### src/rtl/fetch_pkg.sv
`default_nettype none
// ============================================================================
//  Module      : fetch_pkg
//  Description : Shared types and default sizes for the fetch controller.
//  Revision    : 1.0 - initial release
// ============================================================================
package fetch_pkg;

    localparam int c_XLEN               = 64;
    localparam int c_INSTRUCTION_LENGTH = c_XLEN / 2;
    localparam int c_RESET_PC           = 0;

    typedef enum logic [1:0] {
        BOOT  = 2'd0,
        RUN   = 2'd1,
        FLUSH = 2'd2,
        DBG   = 2'd3
    } fetch_state_t;

endpackage
`default_nettype wire

### src/rtl/fetch_pc_reg.sv
`default_nettype none
// ============================================================================
//  Module      : fetch_pc_reg
//  Description : Word-addressed program counter with hold / load / increment.
//                Increment wraps naturally modulo 2^XLEN.
//  Revision    : 1.0 - initial release
// ============================================================================
module fetch_pc_reg
    import fetch_pkg::*;
#(
    parameter int              XLEN     = c_XLEN,
    parameter logic [XLEN-1:0] RESET_PC = '0
) (
    input  logic            clk,
    input  logic            rst,
    input  logic            i_load,
    input  logic [XLEN-1:0] i_load_pc,
    input  logic            i_inc,
    output logic [XLEN-1:0] o_pc
);

    logic [XLEN-1:0] r_pc;

    // Load has priority over increment; neither means hold.
    always_ff @(posedge clk) begin
        if (rst) begin
            r_pc <= RESET_PC;
        end else if (i_load) begin
            r_pc <= i_load_pc;
        end else if (i_inc) begin
            r_pc <= r_pc + XLEN'(1);
        end
    end

    assign o_pc = r_pc;

endmodule
`default_nettype wire

### src/rtl/fetch_controller.sv
`default_nettype none
// ============================================================================
//  Module      : fetch_controller
//  Description : Fetch-stage sequencer. Owns the PC, applies stall/redirect,
//                and hands the instruction-memory write port to the debug
//                loader through a req/gnt handshake.
//  Revision    : 1.0 - initial release
// ============================================================================
module fetch_controller
    import fetch_pkg::*;
#(
    parameter int              XLEN               = c_XLEN,
    parameter int              INSTRUCTION_LENGTH = XLEN / 2,
    parameter logic [XLEN-1:0] RESET_PC           = XLEN'(c_RESET_PC)
) (
    input  logic                          clk,
    input  logic                          rst,
    input  logic                          stall_i,
    input  logic                          redirect_valid_i,
    input  logic [XLEN-1:0]               redirect_pc_i,
    input  logic                          dbg_req_i,
    input  logic [XLEN-1:0]               dbg_addr_i,
    input  logic [INSTRUCTION_LENGTH-1:0] dbg_instr_i,
    output logic                          dbg_gnt_o,
    output logic [XLEN-1:0]               imem_addr_o,
    output logic                          imem_wr_en_o,
    output logic [XLEN-1:0]               imem_wr_addr_o,
    output logic [INSTRUCTION_LENGTH-1:0] imem_wr_data_o,
    output logic [XLEN-1:0]               pc_o,
    output logic                          fetch_valid_o,
    output logic [XLEN-1:0]               fetch_count_o
);

    fetch_state_t      r_state;
    fetch_state_t      w_state_next;
    logic              r_pend_valid;
    logic [XLEN-1:0]   r_pend_pc;
    logic [XLEN-1:0]   r_fetch_count;

    logic [XLEN-1:0]   w_pc;
    logic              w_pc_load;
    logic [XLEN-1:0]   w_pc_load_val;
    logic              w_pc_inc;
    logic              w_pend_set;
    logic              w_pend_clr;
    logic              w_count_inc;
    logic              w_fetch_valid;
    logic              w_gnt;

    fetch_pc_reg #(
        .XLEN     (XLEN),
        .RESET_PC (RESET_PC)
    ) u_pc_reg (
        .clk       (clk),
        .rst       (rst),
        .i_load    (w_pc_load),
        .i_load_pc (w_pc_load_val),
        .i_inc     (w_pc_inc),
        .o_pc      (w_pc)
    );

    // State register.
    always_ff @(posedge clk) begin
        if (rst) begin
            r_state <= BOOT;
        end else begin
            r_state <= w_state_next;
        end
    end

    // Next-state, PC control and handshake outputs.
    always_comb begin
        w_state_next  = r_state;
        w_pc_load     = 1'b0;
        w_pc_load_val = redirect_pc_i;
        w_pc_inc      = 1'b0;
        w_pend_set    = 1'b0;
        w_pend_clr    = 1'b0;
        w_count_inc   = 1'b0;
        w_fetch_valid = 1'b0;
        w_gnt         = 1'b0;
        case (r_state)
            BOOT: begin
                w_state_next = dbg_req_i ? DBG : RUN;
            end
            RUN: begin
                w_fetch_valid = 1'b1;
                if (dbg_req_i) begin
                    w_state_next = DBG;
                end else if (redirect_valid_i) begin
                    w_pc_load    = 1'b1;
                    w_state_next = FLUSH;
                end else if (!stall_i) begin
                    w_pc_inc    = 1'b1;
                    w_count_inc = 1'b1;
                end
            end
            FLUSH: begin
                if (dbg_req_i) begin
                    w_state_next = DBG;
                end else if (redirect_valid_i) begin
                    w_pc_load = 1'b1;
                end else begin
                    w_state_next = RUN;
                end
            end
            DBG: begin
                // Grant follows the request so it drops in the release cycle.
                w_gnt      = dbg_req_i;
                w_pend_set = redirect_valid_i;
                if (!dbg_req_i) begin
                    w_state_next = FLUSH;
                    w_pend_clr   = 1'b1;
                    // A redirect in the release cycle is the most recent one.
                    if (redirect_valid_i) begin
                        w_pc_load = 1'b1;
                    end else if (r_pend_valid) begin
                        w_pc_load     = 1'b1;
                        w_pc_load_val = r_pend_pc;
                    end
                end
            end
            default: begin
                w_state_next = BOOT;
            end
        endcase
    end

    // Redirects captured while the debug loader owns the port.
    always_ff @(posedge clk) begin
        if (rst) begin
            r_pend_valid <= 1'b0;
            r_pend_pc    <= '0;
        end else if (w_pend_clr) begin
            r_pend_valid <= 1'b0;
        end else if (w_pend_set) begin
            r_pend_valid <= 1'b1;
            r_pend_pc    <= redirect_pc_i;
        end
    end

    // Count of valid fetches that advanced the PC.
    always_ff @(posedge clk) begin
        if (rst) begin
            r_fetch_count <= '0;
        end else if (w_count_inc) begin
            r_fetch_count <= r_fetch_count + XLEN'(1);
        end
    end

    assign dbg_gnt_o      = w_gnt;
    assign imem_wr_en_o   = dbg_req_i & w_gnt;
    assign imem_wr_addr_o = w_gnt ? dbg_addr_i  : '0;
    assign imem_wr_data_o = w_gnt ? dbg_instr_i : '0;
    assign imem_addr_o    = w_pc;
    assign pc_o           = w_pc;
    assign fetch_valid_o  = w_fetch_valid;
    assign fetch_count_o  = r_fetch_count;

endmodule
`default_nettype wire

### config.mk
export PLATFORM = sky130hd
export DESIGN_NAME = fetch_controller
export DESIGN_NICKNAME = d
export VERILOG_FILES = /design/src/rtl/fetch_pkg.sv /design/src/rtl/fetch_pc_reg.sv /design/src/rtl/fetch_controller.sv
export SDC_FILE = /design/constraint.sdc
export NUM_CORES = 1
export LEC_CHECK = 0
export ABC_AREA = 1
export CAP_MARGIN = 20
export CORE_AREA = 2 2 176 178
export DETAILED_ROUTE_END_ITERATION = 16
export DIE_AREA = 0 0 178 180
export MAX_ROUTING_LAYER = met4
export PLACE_DENSITY_LB_ADDON = 0.1
export SYNTH_ARGS = -nofsm -noshare
export SYNTH_HDL_FRONTEND = slang
export SYNTH_SLANG_ARGS = --single-unit
### constraint.sdc
create_clock -name clk -period 2.2 [get_ports clk]
set_input_delay 0.44 -clock clk [delete_from_list [all_inputs] [get_ports clk]]
set_output_delay 0.44 -clock clk [all_outputs]
set_load 0.05 [all_outputs]
==> flow_summary.rst <==
.. list-table::
   :header-rows: 1

   * - Metric
     - Value
   * - Max Clk Rate
     - 454.8 MHz
   * - Total wire length after detailed routing
     - 58,270 um
   * - Width of the die
     - 178 um
   * - XOR/XNOR share of the synthesized area
     - 0.8825%
   * - DR DRC count
     - 0
   * - Worst setup skew after layout
     - 0.01453 ns
   * - Max_slew headroom
     - 58.87%
   * - Final-report max-slew violation count
     - 0
   * - Startpoint of the most critical register-to-register path
     - r_state[1]$_SDFFE_PP0P_
   * - Seq cells post-synth
     - 195
   * - Relative contribution of sequential cells to total power
     - 36.5%
   * - Sinks on the clock net
     - 195
   * - Total die area
     - 32,040 um2
   * - Register-to-Register Setup Slack
     - 0.15 ns
   * - Largest driver fanout on the critical path
     - 46
   * - Clock power frac
     - 27.8%
   * - TritonCTS clock tree
     - built
   * - CTS Hold Buffers Added
     - 0
   * - Setup crit start kind
     - flop
   * - Detailed Routing Iterations Pass 1
     - 5
   * - RSZ-0062 raised after global routing
     - true
   * - Hold path startpoint
     - dbg_req_i
   * - Worst EP arrival
     - 1.76 ns
   * - Path category of the worst min-delay check
     - input port to flop
   * - EDFF count, synth
     - 0
   * - Routability congestion estimate from global placement
     - 1.009
   * - Compound-Gate Fraction of Synth Area
     - 12.70%
   * - Number of levels in the clock H-tree
     - 4
   * - Top-level port count
     - 456
   * - Netlist Area Pre-Place
     - 12,900 um2
   * - Depth of the most critical reg-to-reg path
     - 11
   * - Simple-gate area share of the yosys netlist
     - 41.56%
   * - Drt initial violations
     - 1,197
   * - Largest family of logic cells by synthesized area
     - simple AND/OR/NAND/NOR gates
   * - Standby leakage power
     - 9.019 nW
   * - Switching fraction of total power
     - 39.61%
   * - Synthesized instance count
     - 2,208
   * - Yosys warnings
     - 0
   * - Drt via density
     - 5.226
   * - Root buffer cell
     - clkbuf_16
   * - Number of antenna violations at the first check in global routing
     - 0
   * - Async set or reset register ratio after synthesis
     - 0%
   * - Worst IR drop on VDD
     - 0.0005791 V
   * - Reg-to-Reg End
     - fetch_count_o[33]$_SDFFE_PP0P_
   * - Overflow left after global routing
     - 0
   * - Psw
     - 0.004382 W
   * - Growth of design area from synthesis to finish
     - 53.15%
   * - Vias in the first global route
     - 15,386
   * - Hold Path Depth
     - 3
   * - Fraction of synthesized area in multiplexers
     - 0%
   * - Post-detailed-placement half-perimeter wirelength
     - 47,150 um
   * - Combinational share of power
     - 35.7%
   * - Kind of end point of the critical path
     - primary output
   * - Most instantiated flip-flop cell in the synthesis netlist
     - dfxtp_1
   * - Placed instance count
     - 3,019
   * - Time the worst path needs with I/O delays and setup
     - 2.199 ns
   * - Final count of negative-setup-slack endpoints
     - 0
   * - Pwr per Cell Area
     - 559.9 nW/um2
   * - Count of placed standard cells in the final layout, fillers left out
     - 3,053
   * - Count of antenna diodes in the layout
     - 0
   * - Required time reported for the critical path endpoint
     - 1.76 ns
   * - Share of final-layout standard cells stronger than drive strength 1
     - 13.06%
   * - # nets final
     - 2,815
   * - Result of the run
     - complete, no violations
   * - Count of max-cap constraint violations
     - 0
   * - TritonCTS Buffers
     - 17
   * - Worst Tran Pin Value
     - 0.6160 ns
   * - Buffers added on ports
     - 455
   * - Largest net degree at the start of global routing
     - 76
   * - Startpoint-to-endpoint class of the critical path
     - flop to primary output
   * - Post-synth net total
     - 2,379
   * - Total global routing track utilization
     - 36.77%
   * - Clk buf depth
     - 2
   * - TNS Setup
     - 0 ns
   * - Routed via count
     - 15,954
   * - Total number of placement rows
     - 64
   * - Number of unique standard cell types used by synthesis
     - 40
   * - Area of the core
     - 30,190 um2
   * - Worst skew pair latency
     - 0.45 ns
   * - Final Hold Vio Count
     - 0
   * - Initial standard-cell utilization of the core
     - 42.74%
   * - Endpoint of the worst hold-timing path
     - r_state[1]$_SDFFE_PP0P_
   * - Internal power contribution
     - 0.006681 W
   * - Die Y
     - 180 um
   * - Routed wire per std cell
     - 19.09 um
   * - First-pass GRT wire length
     - 87,890 um
   * - Mean post-synth cell area
     - 5.843 um2
   * - Proportion of synthesized chip area in sequential cells
     - 30.26%
   * - Period utilization
     - 99.94%
   * - ANT nets after route
     - 0
   * - Clock transition at the registers of the reported paths
     - 0.08 ns
   * - Area share of fa/ha/maj cells after synthesis
     - 0.5818%
## how the worst max path moves through the flow
stage,start,endpoint,slack [ns],depth (start not counted)
final,r_state[0]$_SDFFE_PP0P_,imem_wr_addr_o[26],0.001,5
after global routing,r_state[0]$_SDFFE_PP0P_,imem_wr_data_o[3],-0.01,6
after CTS,u_pc_reg.o_pc[18]$_SDFFE_PP0P_,pc_o[18],0.0003,1
after detailed placement,redirect_valid_i,u_pc_reg.o_pc[31]$_SDFFE_PP0P_,-0.25,10
after global placement,redirect_valid_i,fetch_count_o[41]$_SDFFE_PP0P_,-0.19,11
after floorplan,dbg_req_i,imem_wr_data_o[23],-0.05,5
## placed cells by master (no fill, tap or decap), types with 6 or more instances in the layout
master	count
inv_2	6
dfxtp_1	193
o21ai_0	108
dlymetal6s2s_1	26
buf_4	137
a21oi_1	163
or2_2	9
inv_1	243
o21bai_1	18
nor2_4	16
clkbuf_16	18
nor3_1	71
and2_1	6
nand2_1	445
nor2_1	506
buf_12	117
dlygate4sd2_1	89
a211oi_1	6
clkdlybuf4s50_1	200
nand3_1	164
nor2_2	14
xor2_1	10
nand4_1	27
## worst max-delay path: stages, from the launching register on
cell,delay (ns)
dfxtp_2,0.38
ha_4,0.19
nand2_8,0.08
buf_12,0.18
nor2_1,0.28
buf_12,0.18
## area by class of cell
cell class / count / area, um2
Multi-Input combinational cell: 1608 / 7335
Tap cell: 396 / 495.5
Timing Repair Buffer: 573 / 6540
Inverter: 249 / 934.6
Sequential cell: 195 / 3906
Clock buffer: 23 / 478.0
Fill cell: 2710 / 10430
Clock inverter: 9 / 71.32
## Yosys cell counts (all sizes together) (9+ instances only)
| cell | n | area (um2) |
|---|---|---|
| nor2 | 537 | 2084 |
| nand4 | 29 | 193.9 |
| nor3 | 72 | 371.6 |
| buf | 102 | 670.6 |
| a21oi | 163 | 815.8 |
| inv | 249 | 934.7 |
| clkbuf | 54 | 202.7 |
| or2 | 9 | 56.30 |
| o21bai | 18 | 135.1 |
| nand3 | 166 | 848.3 |
| o21ai | 110 | 550.5 |
| xor2 | 10 | 87.58 |
| dfxtp | 195 | 3904 |
| nand2 | 450 | 1699 |
## through the flow
| stage | hold slack, ns | total power, W | worst slack (ns) | utilization (%) | instance area (um2) |
|---|---|---|---|---|---|
| floorplan | 0.4297 | 0.006453 | -0.04987 | - | 12900 |
| CTS | 0.3609 | 0.01105 | 0.0003051 | 64.82 | 19570 |
| detailed placement | 0.4492 | 0.008121 | -0.2487 | 63.19 | 19080 |
| finish | 0.3978 | 0.01106 | 0.001233 | 65.46 | 19760 |
| global route | 0.4140 | 0.01144 | -0.009711 | 65.46 | 19760 |
| global placement | 0.4379 | 0.008075 | -0.1896 | 63.19 | 19080 |
## metal layers
metal | track usage, % | routed length (um)
met4 | 13.61 | 2023
met1 | 41.92 | 22750
met2 | 64.70 | 29670
met5 | - | 0
met3 | 5.309 | 3827
## repair_timing
action	in CTS	in global routing
pin swaps	0	1
setup buffers	0	1
gates cloned	0	1
resized for setup	108	47
endpoints found under the setup margin	188	49
## power groups by stage
stage	logic, W	registers, W	clock network [W]
2_1_floorplan	0.00189	0.00457	0
3_3_place_gp	0.00397	0.00411	0
3_5_place_dp	0.00401	0.00411	0
4_1_cts	0.00391	0.00403	0.00311
5_1_grt	0.00415	0.00407	0.00322
6_report	0.00395	0.00404	0.00307
## registers in the layout, indices dropped and copies added, names as in the netlist
signal         count
u_pc_reg.o_pc     64
fetch_count_o     64
r_pend_valid       1
r_state            2
r_pend_pc         64
## logic make-up (layout without fill, tap and decap cells)
kind of cell / count (synthesis) / in the layout
flip-flops: 195 / 195
XOR/XNOR: 13 / 13
buffers and inverters: 405 / 854
AND/OR/NAND/NOR: 1279 / 1279
AO/OA/AOI/OAI: 310 / 310
adder cells (fa/ha/maj): 6 / 6
Note: power is estimated with default switching activity, not from simulation.
